<file path="src/rtl/divisor_seq.sv">
// Sequential signed divider: restoring shift-subtract on operand magnitudes,
// one quotient bit per clock, followed by a single sign fix-up cycle.
module divisor_seq #(
  parameter int unsigned N = 8
) (
  input  logic         CLOCK,
  input  logic         RESET,
  input  logic         START,
  input  logic [N-1:0] A,
  input  logic [N-1:0] B,
  output logic [N-1:0] Q,
  output logic [N-1:0] R,
  output logic         END_DIV,
  output logic         DIV_ZERO,
  output logic         OVF
);

  localparam int unsigned CW = (N > 1) ? $clog2(N) : 1;
  localparam logic [N-1:0] MIN_VAL = {1'b1, {(N-1){1'b0}}};
  localparam logic [N-1:0] ALL_ONES = {N{1'b1}};

  typedef enum logic [1:0] {
    S_IDLE,
    S_CALC,
    S_FIX,
    S_DONE
  } state_t;

  state_t state_q, state_d;

  logic [N-1:0]  rem_q, rem_d;
  logic [N-1:0]  quo_q, quo_d;
  logic [N-1:0]  babs_q, babs_d;
  logic [N-1:0]  a_q, a_d;
  logic [CW-1:0] cnt_q, cnt_d;
  logic          neg_a_q, neg_a_d;
  logic          sdiff_q, sdiff_d;
  logic          dz_q, dz_d;
  logic          ovf_lat_q, ovf_lat_d;

  logic [N-1:0]  q_q, q_d;
  logic [N-1:0]  r_q, r_d;
  logic          end_q, end_d;
  logic          div_zero_q, div_zero_d;
  logic          ovf_q, ovf_d;

  logic [N-1:0]  a_abs, b_abs;
  logic [N:0]    shifted, trial;

  // Magnitudes: -2^(N-1) negates to itself, which reads correctly as unsigned.
  always_comb begin
    a_abs = A[N-1] ? (-A) : A;
    b_abs = B[N-1] ? (-B) : B;
  end

  // Trial subtraction; bit N of the difference is the borrow.
  always_comb begin
    shifted = {rem_q, quo_q[N-1]};
    trial   = shifted - {1'b0, babs_q};
  end

  always_comb begin
    state_d    = state_q;
    rem_d      = rem_q;
    quo_d      = quo_q;
    babs_d     = babs_q;
    a_d        = a_q;
    cnt_d      = cnt_q;
    neg_a_d    = neg_a_q;
    sdiff_d    = sdiff_q;
    dz_d       = dz_q;
    ovf_lat_d  = ovf_lat_q;
    q_d        = q_q;
    r_d        = r_q;
    end_d      = 1'b0;
    div_zero_d = div_zero_q;
    ovf_d      = ovf_q;

    unique case (state_q)
      S_IDLE: begin
        if (START) begin
          a_d       = A;
          quo_d     = a_abs;
          babs_d    = b_abs;
          rem_d     = '0;
          cnt_d     = CW'(N - 1);
          neg_a_d   = A[N-1];
          sdiff_d   = A[N-1] ^ B[N-1];
          dz_d      = (B == '0);
          ovf_lat_d = (A == MIN_VAL) && (B == ALL_ONES);
          state_d   = S_CALC;
        end
      end
      S_CALC: begin
        if (!trial[N]) begin
          rem_d = trial[N-1:0];
          quo_d = {quo_q[N-2:0], 1'b1};
        end else begin
          rem_d = shifted[N-1:0];
          quo_d = {quo_q[N-2:0], 1'b0};
        end
        if (cnt_q == '0) begin
          state_d = S_FIX;
        end else begin
          cnt_d = cnt_q - CW'(1);
        end
      end
      S_FIX: begin
        // Division by zero reports the dividend unchanged as the remainder.
        if (dz_q) begin
          q_d = '0;
          r_d = a_q;
        end else begin
          q_d = sdiff_q ? (-quo_q) : quo_q;
          r_d = neg_a_q ? (-rem_q) : rem_q;
        end
        div_zero_d = dz_q;
        ovf_d      = ovf_lat_q;
        end_d      = 1'b1;
        state_d    = S_DONE;
      end
      S_DONE: begin
        state_d = S_IDLE;
      end
      default: begin
        state_d = S_IDLE;
      end
    endcase
  end

  always_ff @(posedge CLOCK or posedge RESET) begin
    if (RESET) begin
      state_q    <= S_IDLE;
      rem_q      <= '0;
      quo_q      <= '0;
      babs_q     <= '0;
      a_q        <= '0;
      cnt_q      <= '0;
      neg_a_q    <= 1'b0;
      sdiff_q    <= 1'b0;
      dz_q       <= 1'b0;
      ovf_lat_q  <= 1'b0;
      q_q        <= '0;
      r_q        <= '0;
      end_q      <= 1'b0;
      div_zero_q <= 1'b0;
      ovf_q      <= 1'b0;
    end else begin
      state_q    <= state_d;
      rem_q      <= rem_d;
      quo_q      <= quo_d;
      babs_q     <= babs_d;
      a_q        <= a_d;
      cnt_q      <= cnt_d;
      neg_a_q    <= neg_a_d;
      sdiff_q    <= sdiff_d;
      dz_q       <= dz_d;
      ovf_lat_q  <= ovf_lat_d;
      q_q        <= q_d;
      r_q        <= r_d;
      end_q      <= end_d;
      div_zero_q <= div_zero_d;
      ovf_q      <= ovf_d;
    end
  end

  assign Q        = q_q;
  assign R        = r_q;
  assign END_DIV  = end_q;
  assign DIV_ZERO = div_zero_q;
  assign OVF      = ovf_q;

endmodule

</file>
<file path="config.mk">
export PLATFORM = sky130hd
export DESIGN_NAME = divisor_seq
export DESIGN_NICKNAME = d
export VERILOG_FILES = /design/src/rtl/divisor_seq.sv
export SDC_FILE = /design/constraint.sdc
export NUM_CORES = 1
export LEC_CHECK = 0
export ABC_CLOCK_PERIOD_IN_PS = 4400
export CORE_UTILIZATION = 25
export CTS_BUF_LIST = sky130_fd_sc_hd__clkbuf_2
export DETAILED_ROUTE_END_ITERATION = 10
export GPL_TIMING_DRIVEN = 0
export HOLD_SLACK_MARGIN = 0.06
export PLACE_DENSITY = 0.44
export SYNTH_ARGS = -nofsm -noshare
export SYNTH_HDL_FRONTEND = slang
export SYNTH_SLANG_ARGS = --single-unit
</file>
<file path="constraint.sdc">
create_clock -name CLOCK -period 4.4 [get_ports CLOCK]
set_input_delay 1.32 -clock CLOCK [delete_from_list [all_inputs] [get_ports CLOCK]]
set_output_delay 1.32 -clock CLOCK [all_outputs]
set_load 0.005 [all_outputs]
</file>
* After elaboration in Yosys (flattened, before gate mapping)
Cells that the tools add are included.
** Operators by class
- Reduce and logical (&&, ||, !) cells :: 9
- Bitwise gates (word level) :: 1
- $add $sub $neg :: 6
- Muxes and demuxes :: 19
- Equality and inequality tests :: 8
** Operators by type and width (number)
- 8-bit two-way mux :: 9
- 8-bit negator :: 4
- 8-bit one-hot mux with 2 select lines :: 2
- 8-bit == test (second input constant) :: 2
- 9-bit by 8-bit subtractor with 9-bit output :: 1
- 8-bit logical NOT :: 1
- 2-bit one-hot mux with 4 select lines :: 1
- 3-bit two-way mux :: 2
- 2-bit != test (second input constant) :: 3
- 3-bit one-hot mux with 2 select lines :: 1
- 2-bit AND reduction :: 3
- 2-bit == test (second input constant) :: 2
- 2-bit two-way mux :: 2
- 3-bit logical NOT :: 1
- 3-bit AND reduction :: 1
- 3-bit by 1-bit subtractor with 3-bit output (second input constant) :: 1
- 2-bit by 1-bit == test with 1-bit output (second input constant) :: 1
- 2-bit logical NOT :: 1
- 1-bit two-way mux :: 2
- 2-bit nonzero test :: 1
- 1-bit logical AND :: 1
- 1-bit XOR :: 1
** Word-level totals
- Input bits :: 19
- Output and inout bits :: 19
- Bits in registers :: 60
- Word-level logic and storage cells :: 58

* Logic depth before layout (Yosys ltp)
- Word-level depth :: 4
- Gate-level depth with buffers :: 9
- Depth with buffers taken out :: 8

* Worst setup path before layout
Ideal clock, no wire load.
- Path type :: in2reg
- From :: input B[0]
- To :: register babs_q[6]
- Library setup time :: 0.139 ns
- Stages on the path :: 7
- Arrival :: 2.559 ns
- Path buffers :: 0
- Path slack :: 1.702 ns
- Required time :: 4.261 ns
- Path through :: inv_1 ha_1 or3b_2 or3_1 nand2_1 xor2_1 o21ai_0
** On the way
- Cells in the longest elaborated chain, start to end :: 2
** RTL lines
- start, declared :: RTL line 10 : input logic [N-1:0] B,
- 8-bit negator :: RTL line 53 : b_abs = B[N-1] ? (-B) : B;
- 8-bit two-way mux :: RTL line 53
- end signal, assigned :: RTL line 152 : babs_q <= babs_d;
- end, declared :: RTL line 33 : logic [N-1:0] babs_q, babs_d;
Every way passes these cells.
A chain may end at the register's enable or synchronous reset.

* Worst setup path after layout
- From :: input START
- To :: register quo_q[5]
** On the way
- Cells in the longest elaborated chain, start to end :: 2
** RTL lines
- start, declared :: RTL line 8 : input logic START,
- 2-bit != test (no line)
- 2-bit AND reduction (no line)
- end signal, assigned :: RTL line 151 : quo_q <= quo_d;
- end, declared :: RTL line 32 : logic [N-1:0] quo_q, quo_d;
Every way passes these cells.

==> reports/results.ini <==
[logic_synthesis]
synth_most_common_cell=dfrtp_1
synthTopCellsByCount=dfrtp_1, nand2_1, inv_1, o21ai_0, nor2_1
ys_top_cells_by_area=dfrtp_1, ha_1, nand2_1
netlist.area_leader.share_pct=40.41
synthFlopType=dfrtp_1
syn_inst=395
synth_cell_types=60
synth_top_area_cell=dfrtp_1
ys_ff_latch=59
syn_area_um2=3654
synth_edf_count=0
ys_warn_count=0
synthArstFlopShare_pct=100.0
synth_nets=434
synth_seq_area_share_pct=40.41
avgSynthCellArea_um2=9.249

[place]
placed_area_um2=4249
place_ws_ps=1019
port_buffers=35
gp_congestion=0.7348
dp_hpwl_um=7097

[sta]
hold_viol=0
setup_viol=0
relSlewSlack_pct=58.97
post-route-period-util_pct=63.83
fin_crit_ps=2808
timing.setup.tns_ps=0
grt_setup_unrepaired=no
fmax_mhz=356.1
report.final.slew_viol_count=0
fin_skew_ps=32.64
tightestPinTransition_ps=600.0
setup_slack_ps=1592

[finish]
fin_nets=481
stdcell_area_um2=4327
nFillCells=1487
synthToLayoutAreaGrowth_pct=18.42
drive_gt1_share_pct=9.620

[power_and_ir_drop]
switching_share_pct=44.81
pwr-share-seq_pct=33.0
peakVddDrop_mv=0.1900
clkPwrFrac_pct=9.2
combPwrFrac_pct=57.8
p_int_mw=1.628
p_per_area_nw_per_um2=681.7
leakage_nw=1.832
p_switching_mw=1.322

[grt]
grt_pass1_wl_um=15250
gr-usage-met1_pct=18.62
use_met2_pct=20.15
grt_pass1_vias=2946
grt_busiest_layer=met2
gr-usage-all-layers_pct=13.47
antenna_found_initial=1
grtUsageMet3_pct=3.367
grt_max_degree=39
overflow=0

[worst_setup_path]
worstPathMaxFanout=10
start_kind=input port
reg2reg_to=quo_q[0]
startpoint=START
ff2ff_setup_slack_ps=1870
cp-endpoint=quo_q[5]
path_class=input port to flip-flop
cp_data_required_time_ps=4780
reg2reg_from=rem_q[0]
worstPathArrival_ps=3190
r2r_cells=8
endpoint_kind=flip-flop

[worst_hold_path]
hold_path.class=flip-flop to flip-flop
hold_path_depth=1

[clock_tree]
clkLatencyLatePin_ps=500
cts_resized=0
cts.clk_slew.worst_paths_ps=170
root_buffer=clkbuf_2
hold_buffers=0
cts_tree=done
cts_max_level=3
cts_buffer_depth=2
cts_setup_buffers=0
clkSinkCount=59
cts_buffers=9

[drt]
vias=2948
via_per_inst=4.694
dr.pass1.iters=4
wl_um=9376
ant_nets=0
drc_errors=0
avgRoutedWirePerCell_um=14.93
first_iter_violations=227

[status]
outcome=finished clean

[floorplan]
dieHeight_um=122.9
initial_core_util_pct=26.02
top_level_ports=38
fp-row-count=43
core_um2=14040
chipWidth_um=122.9
die_area_um2=15100

[run]
cap_violations=0

[power groups by stage]
stage,Clock (mW),Sequential [mW],Combinational [mW]
finish,0.270,0.975,1.70
global route,0.309,1.01,1.93
CTS,0.288,0.980,1.73
detailed placement,0,0.992,1.72
global placement,0,0.984,1.70
floorplan,0,0.937,1.24
[area by class of cell]
cell class	count	area (um2)	area share, %
clock inverter	5	20.02	0.4627
buffer	19	93.84	2.169
inverter	29	108.9	2.516
multi-input combinational	288	1974	45.63
clock buffer	11	55.05	1.272
sequential	59	1476	34.12
tap	180	225.2	5.205
timing repair buffer	36	370.4	8.560
antenna	1	2.502	0.05784
[sequential cells by signal, summed over array words and instances, names as in the netlist]
name,cells
cnt_q,3
OVF,1
a_q,8
state_q,2
R,8
DIV_ZERO,1
quo_q,8
sdiff_q,1
babs_q,8
END_DIV,1
dz_q,1
ovf_lat_q,1
Q,8
rem_q,8
[worst min-delay path by stage]
stage	startpoint	to	slack (ps)
2_1_floorplan	a_q[0]	a_q[0]	450
5_1_grt	a_q[0]	a_q[0]	530
3_5_place_dp	babs_q[4]	babs_q[4]	470
3_3_place_gp	babs_q[4]	babs_q[4]	470
4_1_cts	Q[3]	Q[3]	510
6_report	Q[3]	Q[3]	500
[metrics by stage]
step	utilization [%]	total power [mW]	cells	hold WS (ps)
2_1_floorplan	-	2.178	395	449.6
3_3_place_gp	30.12	2.682	610	466.2
3_5_place_dp	30.26	2.709	611	473.5
4_1_cts	30.79	2.998	627	512.6
5_1_grt	30.81	3.255	628	528.8
6_report	30.81	2.949	628	504.5
[worst max-delay path, stage by stage]
cell             delay [ps]
clkdlybuf4s50_1         440
nand2_1                 340
a21boi_1                480
clkbuf_1                430
o21ai_0                 170
[metal layers]
metal	wire length (um)	vias up
li1	-	1487
met1	4630	1394
met3	399	14
met2	4169	53
met5	0	-
met4	176	0
[cells by family (layout without fill, tap and decap cells)]
| kind of cell | Yosys count | count (layout) | synth area share (%) |
|---|---|---|---|
| other | 0 | 1 | 0 |
| xor gates and xnor gates | 25 | 25 | 5.993 |
| adders and majority gates | 20 | 20 | 7.055 |
| buffers and inverters | 48 | 100 | 5.548 |
| and+or+nand+nor | 120 | 120 | 15.65 |
| muxes | 23 | 23 | 6.849 |
| DFF | 59 | 59 | 40.41 |
| AOI/OAI and AO/OA | 100 | 100 | 18.49 |
[cell usage in the layout (no fill, tap or decap), types with 5 or more instances in the layout]
master,netlist,routed
o211ai_1,7,7
o21ai_0,28,28
xnor2_1,13,13
a21oi_1,17,17
nand4_1,6,6
inv_1,28,27
o2bb2ai_1,7,7
ha_1,19,19
nor2_1,20,20
clkinv_1,1,5
o31ai_1,9,9
nand2_1,57,57
clkbuf_2,0,11
nand2b_1,6,6
clkdlybuf4s50_1,0,35
dfrtp_1,59,59
xor2_1,12,12
nor2b_1,6,6
mux2_2,12,12
mux2i_1,10,10
clkbuf_1,12,12
No activity file was read; power rests on OpenSTA's default activity.
